[src/rtl/xgriscv_fetch_pkg.sv]
// ---------------------------------------------------------------------------
// xgriscv_fetch_pkg
// Shared encodings for the xgriscv instruction-fetch slice: datapath widths,
// the bubble instruction placed into pipeline registers on flush, the ebreak
// word that stops fetch when XGRISCV_FETCH_HALT_EN is defined, and the
// default reset PC.
// ---------------------------------------------------------------------------
package xgriscv_fetch_pkg;

    localparam int ADDR_SIZE  = 32;
    localparam int INSTR_SIZE = 32;

    // addi x0,x0,0 : architecturally a no-op, used as the pipeline bubble
    localparam logic [INSTR_SIZE-1:0] NOP_INSN_DEFAULT = 32'h0000_0013;

    // ebreak : fetch stops on this word when the halt feature is built in
    localparam logic [INSTR_SIZE-1:0] HALT_INSN = 32'h0010_0073;

    localparam logic [ADDR_SIZE-1:0] PC_RESET_DEFAULT = 32'h0000_0000;

    // Instructions are word aligned, so redirect targets drop these bits
    localparam logic [ADDR_SIZE-1:0] ADDR_ALIGN_MASK = 32'h0000_0003;

endpackage

[src/rtl/xgriscv_ifid_reg.sv]
// ---------------------------------------------------------------------------
// xgriscv_ifid_reg
// IF/ID pipeline register with load enable, flush and asynchronous
// active-high reset. Flush has priority over enable and loads a bubble
// (NOP, pc 0, valid 0). The same pattern serves the later pipeline
// registers.
//
// Ports:
//   clk       in   rising-edge clock
//   rst       in   asynchronous reset, active high
//   en_i      in   load pc_i/instr_i and mark the entry valid
//   flush_i   in   load a bubble (wins over en_i)
//   pc_i      in   PC of the instruction being captured
//   instr_i   in   instruction word being captured
//   pc_o      out  registered PC
//   instr_o   out  registered instruction
//   valid_o   out  entry holds a real instruction
// ---------------------------------------------------------------------------
module xgriscv_ifid_reg
    import xgriscv_fetch_pkg::*;
#(
    parameter logic [INSTR_SIZE-1:0] NOP_INSN = NOP_INSN_DEFAULT
) (
    input  logic                  clk,
    input  logic                  rst,
    input  logic                  en_i,
    input  logic                  flush_i,
    input  logic [ADDR_SIZE-1:0]  pc_i,
    input  logic [INSTR_SIZE-1:0] instr_i,
    output logic [ADDR_SIZE-1:0]  pc_o,
    output logic [INSTR_SIZE-1:0] instr_o,
    output logic                  valid_o
);

    logic [ADDR_SIZE-1:0]  pc_q;
    logic [INSTR_SIZE-1:0] instr_q;
    logic                  valid_q;

    always_ff @(posedge clk or posedge rst) begin
        if (rst) begin
            pc_q    <= '0;
            instr_q <= NOP_INSN;
            valid_q <= 1'b0;
        end else if (flush_i) begin
            pc_q    <= '0;
            instr_q <= NOP_INSN;
            valid_q <= 1'b0;
        end else if (en_i) begin
            pc_q    <= pc_i;
            instr_q <= instr_i;
            valid_q <= 1'b1;
        end
    end

    assign pc_o    = pc_q;
    assign instr_o = instr_q;
    assign valid_o = valid_q;

endmodule

[src/rtl/xgriscv_fetch.sv]
// ---------------------------------------------------------------------------
// xgriscv_fetch
// Instruction-fetch stage: owns the PC, drives the instruction-memory read
// address and captures each fetched word into the IF/ID register. Each
// edge resolves redirect > stall > advance.
//
// Build option: XGRISCV_FETCH_HALT_EN
//   defined   - fetching the ebreak word captures it, then sets a sticky
//               halted flag that freezes pc/count and bubbles IF/ID,
//               ignoring stall and redirect until reset.
//   undefined - halted is tied low and ebreak is an ordinary word.
//
// Ports:
//   clk, rstn        clock and asynchronous active-high reset (rstn=1 resets)
//   stall            hold pc, IF/ID and fetch_count
//   redirect_valid   reload pc from redirect_pc (aligned) and bubble IF/ID
//   redirect_pc      redirect target
//   imem_addr        combinational copy of pc
//   imem_rdata       instruction word at imem_addr
//   pc               current fetch PC
//   id_pc/id_instr/id_valid   IF/ID register contents
//   fetch_count      instructions captured into IF/ID (wraps at 2^32)
//   halted           fetch stopped on ebreak
// ---------------------------------------------------------------------------
module xgriscv_fetch
    import xgriscv_fetch_pkg::*;
#(
    parameter logic [ADDR_SIZE-1:0]  PC_RESET = PC_RESET_DEFAULT,
    parameter logic [INSTR_SIZE-1:0] NOP_INSN = NOP_INSN_DEFAULT
) (
    input  logic                  clk,
    input  logic                  rstn,
    input  logic                  stall,
    input  logic                  redirect_valid,
    input  logic [ADDR_SIZE-1:0]  redirect_pc,
    output logic [ADDR_SIZE-1:0]  imem_addr,
    input  logic [INSTR_SIZE-1:0] imem_rdata,
    output logic [ADDR_SIZE-1:0]  pc,
    output logic [ADDR_SIZE-1:0]  id_pc,
    output logic [INSTR_SIZE-1:0] id_instr,
    output logic                  id_valid,
    output logic [31:0]           fetch_count,
    output logic                  halted
);

    logic [ADDR_SIZE-1:0] pc_q, pc_d;
    logic [31:0]          count_q, count_d;
    logic                 haltedNow;
    logic                 advance;
    logic                 flushIfid;

`ifdef XGRISCV_FETCH_HALT_EN
    logic halted_q, halted_d;

    // Sticky: set when the ebreak word is captured on an advance edge
    always_comb begin
        halted_d = halted_q;
        if (advance && (imem_rdata == HALT_INSN)) begin
            halted_d = 1'b1;
        end
    end

    always_ff @(posedge clk or posedge rstn) begin
        if (rstn) begin
            halted_q <= 1'b0;
        end else begin
            halted_q <= halted_d;
        end
    end

    assign haltedNow = halted_q;
`else
    assign haltedNow = 1'b0;
`endif

    // A halted stage ignores stall/redirect and keeps feeding bubbles
    assign advance   = !haltedNow && !redirect_valid && !stall;
    assign flushIfid = haltedNow || redirect_valid;

    always_comb begin
        pc_d    = pc_q;
        count_d = count_q;
        if (haltedNow) begin
            pc_d = pc_q;
        end else if (redirect_valid) begin
            pc_d = redirect_pc & ~ADDR_ALIGN_MASK;
        end else if (!stall) begin
            pc_d    = pc_q + ADDR_SIZE'(4);
            count_d = count_q + 32'd1;
        end
    end

    always_ff @(posedge clk or posedge rstn) begin
        if (rstn) begin
            pc_q    <= PC_RESET;
            count_q <= '0;
        end else begin
            pc_q    <= pc_d;
            count_q <= count_d;
        end
    end

    xgriscv_ifid_reg #(
        .NOP_INSN (NOP_INSN)
    ) u_ifid (
        .clk     (clk),
        .rst     (rstn),
        .en_i    (advance),
        .flush_i (flushIfid),
        .pc_i    (pc_q),
        .instr_i (imem_rdata),
        .pc_o    (id_pc),
        .instr_o (id_instr),
        .valid_o (id_valid)
    );

    assign imem_addr   = pc_q;
    assign pc          = pc_q;
    assign fetch_count = count_q;
    assign halted      = haltedNow;

endmodule

[config.mk]
export PLATFORM = sky130hd
export DESIGN_NAME = xgriscv_fetch
export DESIGN_NICKNAME = d
export VERILOG_FILES = /design/src/rtl/xgriscv_fetch_pkg.sv /design/src/rtl/xgriscv_ifid_reg.sv /design/src/rtl/xgriscv_fetch.sv
export SDC_FILE = /design/constraint.sdc
export NUM_CORES = 1
export LEC_CHECK = 0
export BUFFER_PORTS_ARGS = -buffer_cell sky130_fd_sc_hd__buf_4
export CAP_MARGIN = 30
export CORE_MARGIN = 3
export CORE_UTILIZATION = 53
export DETAILED_ROUTE_END_ITERATION = 7
export PLACE_DENSITY_LB_ADDON = 0.08
export SYNTH_ARGS = -nofsm -noshare
export SYNTH_HDL_FRONTEND = slang
export SYNTH_SLANG_ARGS = --single-unit
[constraint.sdc]
create_clock -name clk -period 11.57 [get_ports clk]
set_input_delay 2.314 -clock clk [delete_from_list [all_inputs] [get_ports clk]]
set_output_delay 2.314 -clock clk [all_outputs]
set_load 0.005 [all_outputs]
### Yosys cells after proc, flatten, opt, wreduce, memory -nomap -nowiden

Index checks and enable logic that the tools add are counted.

| storage, ports and cells | value |
|---|---|
| register bits after elaboration | 129 |
| word-level logic and storage cells | 23 |
| output and inout bits | 162 |

| cells by class | value |
|---|---|
| multiplexer cells | 8 |
| bitwise operators | 2 |
| reduce and logical (&&, ||, !) cells | 5 |
| add/sub/neg operators | 2 |
| equality and inequality tests | 1 |

Operator list:

| kind | count |
|---|---|
| two-way mux 32 bit | 6 |
| adder 32 x 1 -> 32 bit (second input constant) | 1 |
| adder 32 x 3 -> 32 bit (second input constant) | 1 |
| zero test 1 bit | 2 |
| two-way mux 1 bit | 2 |
| inequality test 2 x 1 -> 1 bit (second input constant) | 1 |
| inverter 1 bit | 2 |
| AND reduction 2 bit | 1 |
| nonzero test 2 bit | 1 |
| logical AND 1 bit | 1 |

### Depth between registers and ports, before layout

| depth | value |
|---|---|
| word-level depth | 4 |
| depth in mapped cells | 6 |

### Hierarchy

Synthesis repeated with hierarchy kept, for this count alone.

| unflattened totals | value |
|---|---|
| cell total of the unflattened synthesis | 547 |
| area, all modules | 6088.3 um^2 |

By module, submodules not included:

| module | instances | area an instance (um^2) | cells each | seq. area each (um^2) |
|---|---|---|---|---|
| xgriscv_fetch | 1 | 3390.8 | 336 | 1551.5 |
| xgriscv_ifid_reg | 1 | 2697.6 | 211 | 1630.3 |

### Least setup slack after synthesis

OpenSTA, ideal clock, no wires.

| timing | value |
|---|---|
| path kind | input -> register |
| from | input port stall |
| to | register pc_q[25], in the netlist imem_addr[25] |
| path buffers | 2 |
| stages on the path | 6 |
| slack | 7681 ps |
| data arrival time | 3808 ps |
| cells stage by stage | buf_2 nand4b_1 or4_4 buf_2 or3_1 a31oi_1 |

| on the way | value |
|---|---|
| word-level cells in the longest chain between the ends | 1 |

RTL lines:

| what | line | source |
|---|---|---|
| from (decl) | xgriscv_fetch.sv:33 | `input logic stall,` |
| inequality test 2 x 1 -> 1 bit (no source line) | -- |  |
| to (signal assigned) | xgriscv_fetch.sv:98 | `pc_q <= pc_d;` |
| to (decl) | xgriscv_fetch.sv:46 | `logic [ADDR_SIZE-1:0] pc_q, pc_d;` |

Every way passes these cells.
A chain may end at the register's enable or synchronous reset.

### Worst setup path in the final report

| timing | value |
|---|---|
| from | input port stall |
| to | register count_q[10], in the netlist fetch_count[10] |

| on the way | value |
|---|---|
| word-level cells in the longest chain between the ends | 2 |

RTL lines:

| what | line | source |
|---|---|---|
| inverter 1 bit (no source line) | -- |  |
| AND reduction 2 bit (no source line) | -- |  |
| to (signal assigned) | xgriscv_fetch.sv:99 | `count_q <= count_d;` |
| to (decl) | xgriscv_fetch.sv:47 | `logic [31:0] count_q, count_d;` |

Every way passes these cells.

==> results.txt <==
- Run status: finished, final reports clean
- Share of the synthesized area in compound gates (AO/OA/AOI/OAI): 4.744%
* Post-Synthesis Cells: approximately 570
- Max-slew violation count: 0
* Xor and xnor fraction of the mapped netlist area: 6.409%
* Number of buffers added by the clock tree synthesis step: 17
- Via count of the first global-routing pass: about 5000
- A synthesized cell averages about 10 µm².
* Remaining number of nets flagged by the antenna check after routing: 0
- Summing the sequential cell areas from Yosys gives between 50% and 60% of the chip area.
- After clock tree synthesis, the clock-pin slew on the worst setup and hold paths is 60 ps.
- Across the run, the number of max-cap violations was 0.
- The critical path is of the in -> reg type.
- Non-filler cells in the finished layout: a little over 900
- HPWL after detailed placement: 10480 µm
- In the final timing run, aggregate negative setup slack is 0 ps.
- The first global-routing pass estimated 25210 µm of wire.
- For this run the aggregate overflow at the end of global routing stands at 0.
- 230 I/O pins were placed.
- The number of gates resized after CTS was 0.
* Sort of element at the end of the critical path: flop
- Crit-path leading delay family: simple AND/OR/NAND/NOR gates
- Layout-stage area growth over the synthesis result: 35.87%
* Crit path setup slack, layout: 7331 ps
- After synthesis the netlist holds a flip-flop and latch count of around 130.
- Count of endpoints failing setup in the final report: 0
- The analysis attributes to cell leakage a power of 4.056 nW.
* HP Class: reg -> reg
- Fmax: 235.9 MHz
- Multiplexer fraction of the synthesized cell area: 10.67%
* FILL cells: 797
- Yosys printed 0 warnings.
- Crit share post-route: 36.63%
- Number of distinct library cells after synthesis: between 40 and 50
* Synth Area in Adders: 0.4161%
- After floorplanning, the core was divided into 38 placement rows.
- In this design, the critical path's most frequently occurring cell is buf_4.
- The longest clock path from root to sink contains 2 buffers.
- Main combinational cell family by area after synthesis: simple AND/OR/NAND/NOR gates
* Maximum single-stage delay on the critical path: 590 ps
* Post-layout min period: 4239 ps
* Routed via count: 4942
* Area of the die: 12660 µm²
- The congestion estimate from routability-driven global placement came to approximately 0.79.
- Number of nets in the layout: 831
- CTS tree: done
- DRC viols: 0
- Clock tree root driver cell: clkbuf_16
- Number of enable flip-flop cells after synthesis: 0
- Dividing the detail-routed wire length by the instance count gives 16.56 µm.
- IR analysis of the VDD net gives a maximum drop of between 0.08 and 0.09 mV.
- Buffers placed on the I/O ports in this run total 222.
- The number of hold buffers added after CTS was 0.
* Max-Slew Margin vs Limit: 44.62%
* Tightest Pin Transition: approximately 830 ps
* Effective utilization at floorplan: 54.75%
- TritonRoute pass-1 iters: 4
- Total Routing Usage GR: 24.74%
* Hold-critical path depth: 1
* Iter 0 DRT Violations: 223
- Skew-Pair Late Insertion Delay: 410 ps
- The clock tree synthesis step divided the H-tree into 4 levels.
* Antenna violations before repair: 0
- Sinks on Clock Net: roughly 130
- Simple-gate area share of the yosys netlist: 18.39%
- Timing analysis after detailed placement gives a worst setup slack of 6804 ps.
* Mapped Area: 6013 µm²
* CP arrival: around 4600 ps
- Antenna Diode Count: 0
- Power density normalized to cell area: 150.7 nW/µm²
- Async set-or-reset flop fraction in the synthesized netlist: 100.0%
- Setup repair after global routing missed its margin: no
- Number of instances in the placed design: 881
- The signal on the critical path passes through buf_4, buf_4, or3b_2, nor3_2, and3_1, xor2_1.
- Ys flop type: dfrtp_1
* Proportion of layout cells with a drive suffix above 1: roughly 35%
* Fin area: just over 8000 µm²
- Measured along the y axis, the die boundary spans 112.5 µm.
* Crit start category: input port
- Using the TritonRoute via totals, the vias-per-cell ratio works out to 5.407.
- Data on the critical path is required at its endpoint by 11900 ps.
- Critical Path Slowest Stage Cell: or3b_2
- In this run the standard cell core region covers between 10000 and 15000 µm².
- Once placement finished, the instance area stood at 7541 µm².
* Crit path depth: 6
* Pin count of the biggest net entering global routing: roughly 110
- Final number of hold-violating endpoints: 0
* Worst-case reg-to-reg path depth: 4
* Setup clock skew after layout: 13.22 ps
* Die width: 112.5 µm
* Routed wire length: 15130 µm
- Post-CTS timing repair inserted 0 buffers for setup.
- For this run, the share of the core covered by cells in the final layout is 74.39%.
- In this run the worst path has a maximum fanout of 46.
- The number of buffers and inverters on the critical path is 2.
[layout by cell type, fill, tap and decap left out, types with 10 or more instances in the layout]
| cell | synthesis | routed |
|---|---|---|
| and3_1 | 10 | 10 |
| dfrtp_1 | 123 | 123 |
| nand3_1 | 18 | 18 |
| a31oi_1 | 11 | 11 |
| mux2i_1 | 63 | 63 |
| buf_4 | 36 | 224 |
| nand4_1 | 22 | 22 |
| nor2_1 | 80 | 80 |
| clkbuf_16 | 0 | 17 |
| nand2_1 | 41 | 41 |
| xnor2_1 | 37 | 37 |
| o21ai_0 | 17 | 17 |
[per-stage QoR]
step / hold slack (ps) / total power, W
2_1_floorplan: 468.3 / 0.0006097
3_3_place_gp: 465.0 / 0.0007013
3_5_place_dp: 486.7 / 0.0007077
4_1_cts: 497.7 / 0.001241
5_1_grt: 511.0 / 0.001284
6_report: 488.9 / 0.001231
[flip-flops by register name, indices dropped and copies added (netlist names)]
signal,flops
fetch_count,32
u_ifid.instr_o,32
u_ifid.pc_o,31
imem_addr,30
u_ifid.valid_o,1
[worst paths after layout]
kind / startpoint / end / slack [ps]
setup / recovery: stall / fetch_count[10] / 7330
setup reg to reg: imem_addr[5] / imem_addr[29] / 9180
max in group asynchronous: rstn / u_ifid.instr_o[0] / 8480
hold / removal: fetch_count[11] / fetch_count[11] / 490
hold reg to reg: fetch_count[11] / fetch_count[11] / 490
min in group asynchronous: rstn / u_ifid.instr_o[23] / 1960
[cells by family (layout without fill, tap and decap cells)]
group           after synthesis  count (layout)
compound gates               45              45
xor+xnor                     44              44
fa+ha+maj                     2               2
buf+inv                      71             267
flops                       126             126
mux                          64              64
other cells                   1               5
simple gates                221             221
[layout make-up]
cell class | instances | area, µm² | area share, %
sequential | 126 | 3157 | 38.64
multi-input combinational | 381 | 2462 | 30.14
timing repair buffer | 227 | 1742 | 21.32
clock buffer | 20 | 466.7 | 5.712
tap | 140 | 175.2 | 2.144
clock inverter | 12 | 135.1 | 1.654
inverter | 8 | 32.53 | 0.3982
[cells in the mapped netlist (all sizes together) (2+ instances only)]
master / n / share of area [%]
nor3: 6 / 0.58
or2: 5 / 0.52
dfrtp: 123 / 51
ha: 2 / 0.42
buf: 55 / 5.8
and2: 4 / 0.42
nor2b: 3 / 0.31
or4: 10 / 1.3
o21ai: 17 / 1.4
a21oi: 2 / 0.17
mux2i: 63 / 10
clkbuf: 8 / 0.50
xnor2: 37 / 5.4
a31oi: 11 / 1.1
or3: 3 / 0.31
nand2: 41 / 2.6
nand3: 19 / 1.7
inv: 7 / 0.44
o31ai: 8 / 1.0
o311ai: 4 / 0.58
nor4: 6 / 0.62
dfstp: 3 / 1.3
nand4: 22 / 2.3
and3: 11 / 1.2
and4: 5 / 0.73
xor2: 7 / 1.0
nor2: 80 / 5.0
[power by group]
part / leakage [nW] / switching [W] / total, W / internal [W]
logic: 2.14 / 0.0000791 / 0.000183 / 0.000103
registers: 1.63 / 0.0000428 / 0.000518 / 0.000475
clock network: 0.285 / 0.000196 / 0.000531 / 0.000335
[per-layer routing]
layer / share of wire, % / global-route usage, % / vias up / wire [µm]
met2: 49 / 40.13 / 182 / 7354
met1: 41 / 31.57 / 2382 / 6237
met5: 0 / 0 / - / 0
met3: 7.9 / 7.332 / 28 / 1202
li1: - / - / 2350 / -
met4: 2.2 / 9.375 / 0 / 339
(Power assumes the default switching activity.)
